$ cat src/rtl/uart_ser.sv
// Transmit-side UART serializer: takes words from a ready/valid stream and shifts
// them out on uart_txd as start, DW data bits LSB first, optional parity, SW stop bits.
module uart_ser #(
  parameter int    DW = 8,
  parameter string PT = "NONE",
  parameter int    SW = 1,
  parameter int    BN = 2
) (
  input  logic          clk,
  input  logic          rst,
  input  logic          str_tvalid,
  input  logic [DW-1:0] str_tdata,
  output logic          str_tready,
  output logic          busy,
  output logic          uart_txd
);

  // Any parity string other than EVEN/ODD disables the parity bit.
  localparam bit PAR_EN  = (PT == "EVEN") || (PT == "ODD");
  localparam bit PAR_ODD = (PT == "ODD");

  localparam int NC_MAX = (DW > SW) ? DW : SW;
  localparam int BW     = (BN > 1) ? $clog2(BN) : 1;
  localparam int NW     = (NC_MAX > 1) ? $clog2(NC_MAX) : 1;

  localparam logic [BW-1:0] BC_LAST   = BW'(BN - 1);
  localparam logic [NW-1:0] DATA_LAST = NW'(DW - 1);
  localparam logic [NW-1:0] STOP_LAST = NW'(SW - 1);

  typedef enum logic [2:0] {
    S_IDLE,
    S_START,
    S_DATA,
    S_PARITY,
    S_STOP
  } state_t;

  state_t        r_state;
  logic [BW-1:0] r_bc;
  logic [NW-1:0] r_nc;
  logic [DW-1:0] r_shift;
  logic          r_par;
  logic          r_txd;
  logic          r_busy;

  state_t        w_state_next;
  logic [BW-1:0] w_bc_next;
  logic [NW-1:0] w_nc_next;
  logic [DW-1:0] w_shift_next;
  logic          w_par_next;
  logic          w_txd_next;
  logic          w_busy_next;

  logic w_bit_end;
  logic w_last_stop;
  logic w_xfer;

  assign w_bit_end   = (r_bc == BC_LAST);
  assign w_last_stop = (r_state == S_STOP) && (r_nc == STOP_LAST) && w_bit_end;
  assign str_tready  = (r_state == S_IDLE) || w_last_stop;
  assign w_xfer      = str_tvalid && str_tready;

  assign busy     = r_busy;
  assign uart_txd = r_txd;

  always_comb begin
    w_state_next = r_state;
    w_bc_next    = r_bc;
    w_nc_next    = r_nc;
    w_shift_next = r_shift;
    w_par_next   = r_par;

    if (r_state != S_IDLE) begin
      w_bc_next = w_bit_end ? '0 : r_bc + BW'(1);
    end

    case (r_state)
      S_IDLE: begin
        w_state_next = S_IDLE;
      end
      S_START: begin
        if (w_bit_end) begin
          w_state_next = S_DATA;
          w_nc_next    = '0;
        end
      end
      S_DATA: begin
        if (w_bit_end) begin
          w_shift_next = r_shift >> 1;
          if (r_nc == DATA_LAST) begin
            w_state_next = PAR_EN ? S_PARITY : S_STOP;
            w_nc_next    = '0;
          end else begin
            w_nc_next = r_nc + NW'(1);
          end
        end
      end
      S_PARITY: begin
        if (w_bit_end) begin
          w_state_next = S_STOP;
          w_nc_next    = '0;
        end
      end
      S_STOP: begin
        if (w_bit_end) begin
          if (r_nc == STOP_LAST) begin
            w_state_next = S_IDLE;
            w_nc_next    = '0;
          end else begin
            w_nc_next = r_nc + NW'(1);
          end
        end
      end
      default: begin
        w_state_next = S_IDLE;
        w_bc_next    = '0;
        w_nc_next    = '0;
      end
    endcase

    // A transfer (from IDLE or the last stop cycle) overrides and starts a new frame.
    if (w_xfer) begin
      w_state_next = S_START;
      w_bc_next    = '0;
      w_nc_next    = '0;
      w_shift_next = str_tdata;
      w_par_next   = (^str_tdata) ^ PAR_ODD;
    end
  end

  // The line level is registered from the next state so the start bit appears
  // in the cycle right after the transfer edge.
  always_comb begin
    w_txd_next  = 1'b1;
    w_busy_next = (w_state_next != S_IDLE);
    case (w_state_next)
      S_START:  w_txd_next = 1'b0;
      S_DATA:   w_txd_next = w_shift_next[0];
      S_PARITY: w_txd_next = w_par_next;
      default:  w_txd_next = 1'b1;
    endcase
  end

  always_ff @(posedge clk) begin
    if (rst) begin
      r_state <= S_IDLE;
      r_bc    <= '0;
      r_nc    <= '0;
      r_shift <= '0;
      r_par   <= 1'b0;
      r_txd   <= 1'b1;
      r_busy  <= 1'b0;
    end else begin
      r_state <= w_state_next;
      r_bc    <= w_bc_next;
      r_nc    <= w_nc_next;
      r_shift <= w_shift_next;
      r_par   <= w_par_next;
      r_txd   <= w_txd_next;
      r_busy  <= w_busy_next;
    end
  end

endmodule

$ cat config.mk
export PLATFORM = sky130hd
export DESIGN_NAME = uart_ser
export DESIGN_NICKNAME = d
export VERILOG_FILES = /design/src/rtl/uart_ser.sv
export SDC_FILE = /design/constraint.sdc
export NUM_CORES = 1
export LEC_CHECK = 0
export ABC_AREA = 1
export BUFFER_PORTS_ARGS = -buffer_cell sky130_fd_sc_hd__buf_4
export CELL_PAD_IN_SITES_DETAIL_PLACEMENT = 1
export CELL_PAD_IN_SITES_GLOBAL_PLACEMENT = 1
export CORE_UTILIZATION = 35
export CTS_CLUSTER_SIZE = 40
export DETAILED_ROUTE_END_ITERATION = 10
export GPL_TIMING_DRIVEN = 0
export MAX_ROUTING_LAYER = met4
export PLACE_DENSITY_LB_ADDON = 0.1
export SYNTH_ARGS = -nofsm -noshare
export SYNTH_HDL_FRONTEND = slang
export SYNTH_SLANG_ARGS = --single-unit
$ cat constraint.sdc
create_clock -name clk -period 1.7 [get_ports clk]
set_input_delay 0.085 -clock clk [delete_from_list [all_inputs] [get_ports clk]]
set_output_delay 0.085 -clock clk [all_outputs]
set_load 0.05 [all_outputs]
==> results by group <==
Layout
  • N_diodes: 0
  • Layout cells sized above 1: 0.218
  • Fin nets: 208
  • Layout area overhead: 18.0%

Floorplanning
  • Die width: 59.2 um
  • Die Y: 59.2 um
  • Die ar.: 3510 um^2
  • I/O pins: 14
  • Core Region: 3080 um^2
  • Core Rows: 20
  • Initial core utilization: 0.372

Global route
  • Initial antenna violation count: 0
  • GRT Total Usage: 0.193
  • Vias in the first global route: 1,185
  • GRT overflow: 0
  • First-pass GRT wire length: 4.94 mm
  • Pin count of the biggest net entering global routing: 11

STA
  • RSZ-0062 raised after global routing: no
  • Final hold vios: 0
  • Total negative slack: 0 ns
  • Achievable frequency: 629 MHz
  • Fin crit period: 1.59 ns
  • Worst hold slack: 0.0849 ns
  • Final setup margin: 0.111 ns
  • Worst-margin pin slew: 0.456 ns
  • Endpoints failing setup: 0
  • Tcrit/Tclk final: 0.935
  • Max-slew violations: 0
  • Slew HR: 0.696
  • Clk_skew: 0.00439 ns

Setup path
  • CP endpoint: str_tready
  • Element type at the critical path end: primary output
  • Worst EP required: 1.62 ns
  • R2r setup slk: 0.14 ns
  • Setup crit start: r_nc[0]$_SDFFE_PP0P_
  • CP Launch Type: flip-flop
  • RR Startpoint: r_nc[0]$_SDFFE_PP0P_
  • Worst Setup Path Type: flip-flop to primary output
  • CP Max Fanout: 4
  • Crit path DAT: 1.50 ns
  • R2R depth: 10
  • Worst R2R End: r_shift[4]$_SDFFE_PP0P_

Hold path
  • Worst hold path class: primary input to flip-flop
  • Hold Path Cell Cnt: 3

Clock tree
  • Clk root buf: clkbuf_4
  • Number of buffers created by CTS: 3
  • Hold Buf Count CTS: 0
  • TritonCTS clock tree: built
  • CTS Buffer Depth: 2
  • Worst-Skew Late Latency: 0.30 ns
  • H-tree depth: 1
  • Clk sinks: 18
  • Clk pin slew, worst setup/hold paths: 0.11 ns

Placement
  • IO Port Bufs: 11
  • GPL Wtd Cong: 0.773
  • Detailed Place HPWL: 2.32 mm
  • Setup slack at placement: 0.0559 ns

Yosys
  • Cell Area, Synth: 1150 um^2
  • Post-synth net total: 190
  • Yosys warning count: 0
  • Cells after Synth: 176
  • Mean Syn Cell Area: 6.51 um^2
  • Seq cells post-synth: 18
  • Sequential share of the synthesized area: 0.314
  • Number of distinct library cells after synthesis: 25

Power
  • Tot Pwr: 0.998 mW
  • Maximum VDD drop: 0.445 mV
  • Power Density: 738 nW/um^2
  • Leakage power total: 0.663 nW

Drt
  • Total number of vias: 1,142
  • Met1 Wirelength: 1.16 mm
  • WL met2: 1.59 mm
  • Met3 WL: 60 um
  • Post-detailed-route wirelength per cell: 12.0 um
  • DR top layer: met4
  • Overall routed net length: 2.85 mm
  • Pre-antenna DRT Iters: 4
  • Vias per inst: 4.82
  • DR iter-0 viols: 45
  • Drc violations: 0
  • Antenna-violating nets left: 0

Flow run
  • Max Cap Violations: 0

Outcome
  • Run status: finished clean
[synthesized netlist by cell type]
library cell | number | area, um^2
buf_2 | 1 | 5.00
dfxtp_1 | 18 | 360
clkbuf_1 | 1 | 3.75
o21ai_1 | 3 | 15.0
inv_1 | 27 | 101
a31oi_1 | 7 | 43.8
nor2_1 | 10 | 37.5
a21oi_1 | 1 | 5.00
xnor2_1 | 2 | 17.5
nand3_4 | 2 | 35.0
ha_1 | 3 | 37.5
nand2_1 | 60 | 225
or2_1 | 1 | 6.26
nor2_4 | 2 | 22.5
inv_2 | 4 | 15.0
nor3_1 | 5 | 25.0
buf_6 | 1 | 11.3
nor2_2 | 2 | 12.5
maj3_4 | 1 | 13.8
nand2_2 | 2 | 12.5
nand3_2 | 2 | 20.0
o21ai_2 | 3 | 26.3
o21ai_0 | 4 | 20.0
nand3_1 | 13 | 65.1
xor2_1 | 1 | 8.76
[cell type report]
| cell class | instances | area, um^2 |
|---|---|---|
| Buffer | 3 | 20.0 |
| Clock buffer | 4 | 36.3 |
| Fill cell | 428 | 1730 |
| Inverter | 31 | 121 |
| Multi-Input combinational cell | 124 | 657 |
| Sequential cell | 18 | 362 |
| Tap cell | 44 | 55.1 |
| Timing Repair Buffer | 13 | 101 |
[worst min-delay path by stage]
stage / start / endpoint / slack (ns)
3_5_place_dp: str_tdata[7] / r_shift[7]$_SDFFE_PP0P_ / 0.41
2_1_floorplan: str_tdata[7] / r_shift[7]$_SDFFE_PP0P_ / 0.23
5_1_grt: str_tdata[7] / r_shift[7]$_SDFFE_PP0P_ / 0.09
3_3_place_gp: str_tdata[5] / r_shift[5]$_SDFFE_PP0P_ / 0.41
4_1_cts: str_tdata[6] / r_shift[6]$_SDFFE_PP0P_ / 0.09
6_report: str_tdata[6] / r_shift[6]$_SDFFE_PP0P_ / 0.08
[per-layer routing]
metal  up-vias  global-route usage
met5         -                   -
met4         0              0.0510
met3         4              0.0262
met2        12               0.364
met1       540               0.209
li1        586                   -
[kinds of logic (layout without fill, tap and decap cells)]
| group | Yosys count | count (layout) | share of synthesized area |
|---|---|---|---|
| compound gates | 18 | 18 | 0.0961 |
| xor+xnor | 3 | 3 | 0.0229 |
| buf+inv | 34 | 51 | 0.119 |
| fa+ha+maj | 4 | 4 | 0.0448 |
| flops | 18 | 18 | 0.314 |
| simple gates | 99 | 99 | 0.403 |
[timing repair]
action / in CTS / in global routing
setup endpoints to repair: 0 / 11
setup buffers: 0 / 2
endpoints found under the hold margin: 0 / 0
gates resized for setup: 0 / 9
[state kept, by name (all words and copies together) (netlist names)]
name      flops
r_state       3
uart_txd      1
r_nc          3
r_shift       8
r_par         1
busy          1
r_bc          1
[per-stage QoR]
step	util	cell area [um^2]	cells
CTS	0.429	1320	235
finish	0.439	1350	237
detailed placement	0.417	1280	231
global route	0.439	1350	237
global placement	0.417	1280	231
floorplan	-	1150	176
[report_power, final]
part | total, mW | switching, mW | internal, mW
registers | 0.468 | 0.0171 | 0.450
logic | 0.259 | 0.166 | 0.0937
clock network | 0.271 | 0.140 | 0.131
total | 0.998 | 0.323 | 0.675
[placed cells by master, fill, tap and decap left out]
cell type  Yosys  layout
a21oi_1        1       1
a31oi_1        7       7
buf_2          1       1
buf_4          0      12
buf_6          1       2
clkbuf_1       1       1
clkbuf_4       0       3
clkbuf_8       0       1
dfxtp_1       18      17
dfxtp_2        0       1
ha_1           3       3
inv_1         27      25
inv_2          4       5
inv_6          0       1
maj3_4         1       1
nand2_1       60      59
nand2_2        2       3
nand3_1       13      12
nand3_2        2       3
nand3_4        2       2
nor2_1        10      10
nor2_2         2       2
nor2_4         2       2
nor3_1         5       5
o21ai_0        4       3
o21ai_1        3       4
o21ai_2        3       3
or2_1          1       1
xnor2_1        2       2
xor2_1         1       1
[worst max-delay path: stages (launching register included)]
cell and delay (ns):
dfxtp_2 0.35, inv_2 0.06, ha_1 0.14, inv_1 0.05, nor2_2 0.13, nand2_1 0.08, nand2_2 0.10, nand2_1 0.06
inv_1 0.07, buf_6 0.15
Power figures use the tool's default switching activity.
